`config.mk`:
```
export PLATFORM = sky130hd
export DESIGN_NAME = pc_fetch_sequencer
export DESIGN_NICKNAME = d
export VERILOG_FILES = /design/src/rtl/pc_seq_pkg.sv /design/src/rtl/if_buf_reg.sv /design/src/rtl/pc_fetch_sequencer.sv
export SDC_FILE = /design/constraint.sdc
export NUM_CORES = 1
export LEC_CHECK = 0
export CAP_MARGIN = 5
export CORE_ASPECT_RATIO = 0.6
export CORE_UTILIZATION = 45
export CTS_CLUSTER_DIAMETER = 120
export CTS_CLUSTER_SIZE = 28
export DETAILED_ROUTE_END_ITERATION = 16
export PLACE_DENSITY = 0.86
export SETUP_SLACK_MARGIN = 0.1
export SLEW_MARGIN = 20
export SYNTH_ARGS = -nofsm -noshare
export SYNTH_HDL_FRONTEND = slang
export SYNTH_SLANG_ARGS = --single-unit
export TNS_END_PERCENT = 100
```
`constraint.sdc`:
```
create_clock -name clk -period 2.5 [get_ports clk]
set_clock_uncertainty 0.1 [all_clocks]
set_input_delay 0.5 -clock clk [delete_from_list [all_inputs] [get_ports clk]]
set_output_delay 0.5 -clock clk [all_outputs]
set_load 0.1 [all_outputs]
```
`src/rtl/pc_seq_pkg.sv`:
```
// Shared types and constants for the program-counter / fetch sequencer.
package pc_seq_pkg;

    localparam int XLEN_DEF = 32;
    localparam logic [31:0] NOP_INSTR = 32'h0000_0013;

    typedef enum logic [1:0] {
        ST_BOOT,
        ST_ISSUE,
        ST_WAIT,
        ST_DRAIN
    } seq_state_e;

endpackage

```
`src/rtl/if_buf_reg.sv`:
```
// One-entry IF buffer holding a fetched instruction and its PC for decode.
module if_buf_reg
    import pc_seq_pkg::*;
#(
    parameter int XLEN = XLEN_DEF
) (
    input  logic            clk,
    input  logic            rst_n,
    input  logic            load_i,
    input  logic [XLEN-1:0] load_pc_i,
    input  logic [XLEN-1:0] load_instr_i,
    input  logic            pop_i,
    input  logic            flush_i,
    output logic            valid_o,
    output logic [XLEN-1:0] pc_o,
    output logic [XLEN-1:0] instr_o
);

    logic            valid_q;
    logic [XLEN-1:0] pc_q;
    logic [XLEN-1:0] instr_q;

    // Flush wins over everything; load and pop never coincide by construction.
    always_ff @(posedge clk) begin
        if (!rst_n) begin
            valid_q <= 1'b0;
            pc_q    <= '0;
            instr_q <= XLEN'(NOP_INSTR);
        end else if (flush_i) begin
            valid_q <= 1'b0;
        end else if (load_i) begin
            valid_q <= 1'b1;
            pc_q    <= load_pc_i;
            instr_q <= load_instr_i;
        end else if (pop_i) begin
            valid_q <= 1'b0;
        end
    end

    assign valid_o = valid_q;
    assign pc_o    = pc_q;
    assign instr_o = instr_q;

endmodule

```
`src/rtl/pc_fetch_sequencer.sv`:
```
// Program counter owner and single-outstanding instruction fetch sequencer.
module pc_fetch_sequencer
    import pc_seq_pkg::*;
#(
    parameter int              XLEN         = XLEN_DEF,
    parameter logic [XLEN-1:0] RESET_VECTOR = '0,
    parameter logic [XLEN-1:0] TRAP_VECTOR  = XLEN'(32'h0000_0100),
    parameter int              BOOT_CYCLES  = 2
) (
    input  logic            clk,
    input  logic            rst_n,
    input  logic            trap_i,
    input  logic            redirect_i,
    input  logic [XLEN-1:0] redirect_pc_i,
    output logic            imem_req_o,
    output logic [XLEN-1:0] imem_addr_o,
    input  logic            imem_ack_i,
    input  logic [XLEN-1:0] imem_rdata_i,
    output logic            if_valid_o,
    output logic [XLEN-1:0] if_pc_o,
    output logic [XLEN-1:0] if_instr_o,
    input  logic            if_ready_i,
    output logic            flush_o,
    output logic            misalign_o
);

    localparam int CNT_W = $clog2(BOOT_CYCLES + 1);

    seq_state_e       state_q, state_d;
    logic [CNT_W-1:0] cnt_q, cnt_d;
    logic [XLEN-1:0]  pc_q, pc_d;

    logic            redirect_any;
    logic            active;
    logic [XLEN-1:0] target_pc;
    logic            buf_valid;
    logic            buf_load;

    assign redirect_any = trap_i | redirect_i;
    assign active       = (state_q != ST_BOOT);
    assign target_pc    = trap_i ? TRAP_VECTOR : {redirect_pc_i[XLEN-1:2], 2'b00};

    assign flush_o     = active & redirect_any;
    assign misalign_o  = active & redirect_i & ~trap_i & (|redirect_pc_i[1:0]);
    assign imem_addr_o = pc_q;

    always_comb begin
        state_d    = state_q;
        cnt_d      = cnt_q;
        pc_d       = pc_q;
        imem_req_o = 1'b0;
        buf_load   = 1'b0;
        unique case (state_q)
            ST_BOOT: begin
                // Leave BOOT as the counter reaches zero so BOOT_CYCLES idle cycles elapse.
                cnt_d = cnt_q - CNT_W'(1);
                if (cnt_q <= CNT_W'(1)) begin
                    state_d = ST_ISSUE;
                end
            end
            ST_ISSUE: begin
                if (redirect_any) begin
                    pc_d = target_pc;
                end else if (!buf_valid || if_ready_i) begin
                    imem_req_o = 1'b1;
                    state_d    = ST_WAIT;
                end
            end
            ST_WAIT: begin
                if (imem_ack_i) begin
                    state_d = ST_ISSUE;
                    if (redirect_any) begin
                        pc_d = target_pc;
                    end else begin
                        buf_load = 1'b1;
                        pc_d     = pc_q + XLEN'(4);
                    end
                end else if (redirect_any) begin
                    pc_d    = target_pc;
                    state_d = ST_DRAIN;
                end
            end
            ST_DRAIN: begin
                // The in-flight word belongs to a dead path; swallow its ack.
                if (redirect_any) begin
                    pc_d = target_pc;
                end
                if (imem_ack_i) begin
                    state_d = ST_ISSUE;
                end
            end
            default: begin
                state_d = ST_BOOT;
            end
        endcase
    end

    always_ff @(posedge clk) begin
        if (!rst_n) begin
            state_q <= ST_BOOT;
            cnt_q   <= CNT_W'(BOOT_CYCLES);
            pc_q    <= RESET_VECTOR;
        end else begin
            state_q <= state_d;
            cnt_q   <= cnt_d;
            pc_q    <= pc_d;
        end
    end

    if_buf_reg #(
        .XLEN (XLEN)
    ) u_if_buf (
        .clk          (clk),
        .rst_n        (rst_n),
        .load_i       (buf_load),
        .load_pc_i    (pc_q),
        .load_instr_i (imem_rdata_i),
        .pop_i        (buf_valid & if_ready_i),
        .flush_i      (flush_o),
        .valid_o      (buf_valid),
        .pc_o         (if_pc_o),
        .instr_o      (if_instr_o)
    );

    assign if_valid_o = buf_valid;

endmodule

```
==> summary.txt <==
status: complete, no violations
Antenna Nets Post-Route: 0
placed cell area: 6500 sq um
final wirelength: 15.8 mm
number of global-route vias before repair: 4792
most common cell after layout, fill and taps aside: nand2_1
WP data required: 1.90 ns
NumNets Final: 866
cell count after synthesis: 621
Avg Cell Area, Syn: 7.67 sq um
ys flop type: dfxtp_1
Setup CP Type: in -> out
first-pass GRT wire length: 24.7 mm
antenna cells: 0
RSZ-0062 raised after global routing: yes
area share of the largest cell type after synthesis: 0.424
worst hold-check path type: reg -> reg
Rel. slew slack: 0.611
Final Cell Area: 6800 sq um
fill cell count: 800
final worst setup slack: 0.182 ns
GRT Util Overall: 0.290
reg-to-reg slack, setup: 0.26 ns
peak supply drop: 373 uV
Clk Latency, worst-skew pair: 0.35 ns
CTS tree: yes
register clock-pin slew on the reported worst setup and hold paths: 0.06 ns
Post-Syn Nets: 699
Pins Over Slew Limit: 0
# H-tree levels: 3
routed vias/inst: 5.66
Die Height: 81.7 um
placed cell count: 912
Pwr Density: 673 nW/um^2
worst-case reg-to-reg path depth: 7
dpl hpwl: 11.5 mm
synthesized area: 4760 sq um
Setup crit start kind: input port
Final GP Congestion: 0.897
hold buffers post-CTS: 0
f_max: 431 MHz
root buf cell: clkbuf_16
TritonCTS Buffers: 9
Clock Path Buffers: 2
pin count of the biggest net entering global routing: 53
Design Power: 4.58 mW
yosys warns: 0
Final Core Density: 0.677
Congestion Overflow GR: 0
Fin. Hold Viols: 0
vias: 5256
IO Pins: 170
Initial Utilization: 0.474
Area growth syn-to-layout: 42.8%
asr flop ratio synth: 0
post-route insts no fill: 928
DR pass1 iterations: 5
hold path cells: 2
Period minus WS final: 2.32 ns
pre-CTS setup slack: -0.175 ns
initial antenna violation count: 0
DRC: 0
fin crit share: 0.927
CTS resizes: 1
# port buffers: 169
1st-iter DRT viols: 367
Worst-Margin Slew: 0.578 ns
largest area contributor in the netlist: dfxtp_1
synth unique cells: 58
post-CTS setup buffers: 0
fraction of layout cells with a size suffix above 1: 0.243
# setup viols final: 0
Max Cap Violations: 0
most frequent cells in the layout: nand2_1, buf_4, a21oi_1, dfxtp_1, clkdlybuf4s50_1
total die area: 11000 sq um
routed len/inst: 17.1 um
Clock Sinks: 101
FP Rows: 28
LEAKAGE: 2.66 nW
Seq cells post-synth: 101
number of synthesized flops with an enable pin: 0
post-synthesis sequential area ratio: 0.424
Core Area: 10100 sq um
die width: 135 um
WP data arrival: 1.72 ns
Area contributors post-synth: dfxtp_1, nand2_1, a21oi_1
Crit Path Max Fanout: 6
critical path capture point type: output port
[routing by layer]
layer / up-vias / global-route usage / share of wire
li1: 2495 / - / -
met4: 0 / 0.0944 / 0.012
met1: 2460 / 0.380 / 0.45
met3: 24 / 0.0895 / 0.098
met5: - / 0 / 0
met2: 277 / 0.455 / 0.44
[power breakdown]
part           leakage, nW  internal [mW]  switching, mW
Combinational         1.70          0.479          0.944
Clock                0.131          0.734          0.631
Sequential           0.826           1.68          0.106
Total                 2.66           2.90           1.68
[critical path, stage by stage]
cell and delay, ns:
clkdlybuf4s50_1 0.47, nor2_1 0.18, buf_4 0.18, and3_2 0.21
buf_12 0.17
[flip-flops by register name, summed over array words and instances (netlist names)]
| name | cells |
|---|---|
| imem_addr_o | 32 |
| u_if_buf.instr_o | 32 |
| u_if_buf.pc_o | 32 |
| cnt_q | 2 |
| state_q | 2 |
| u_if_buf.valid_o | 1 |
[through the flow]
stage / hold slack (ns) / TNS [ns]
floorplan: 0.365 / -0.149
global placement: 0.343 / -0.567
detailed placement: 0.347 / -0.883
CTS: 0.356 / 0
global route: 0.383 / 0
finish: 0.357 / 0
[cells in the mapped netlist (all sizes together), types with 10 or more instances]
cell type / count
nand3: 25
a21oi: 88
nand2: 168
buf: 13
dfxtp: 101
and3: 11
inv: 12
a31oi: 10
o21ai: 25
nor3: 13
nand4: 10
nor2: 20
clkbuf: 34
[final cells by class]
type / instances / area, sq um / area share
clock buffers: 12 / 256 / 0.0377
clock inverters: 4 / 31.3 / 0.00460
inverters: 12 / 45.0 / 0.00662
multi-input cells: 461 / 2480 / 0.365
flip-flops and latches: 101 / 2050 / 0.301
well taps: 135 / 169 / 0.0248
repair buffers: 203 / 1770 / 0.260
[path summary, 6_finish.rpt]
| kind | end | start |
|---|---|---|
| worst max-delay path | imem_req_o | trap_i |
| worst min-delay path | u_if_buf.pc_o[23] | u_if_buf.pc_o[23] |
| worst max register to register | imem_addr_o[13] | state_q[1] |
| worst min register to register | u_if_buf.pc_o[23] | u_if_buf.pc_o[23] |
[cell families after synthesis]
logic type      Yosys count  share of synthesized area
compound gates          170                      0.211
fa+ha+maj                 8                     0.0210
flops                   101                      0.424
simple gates            277                      0.272
mux                       5                     0.0105
xor+xnor                  1                    0.00184
buf+inv                  59                     0.0596
(Power assumes the default switching activity.)
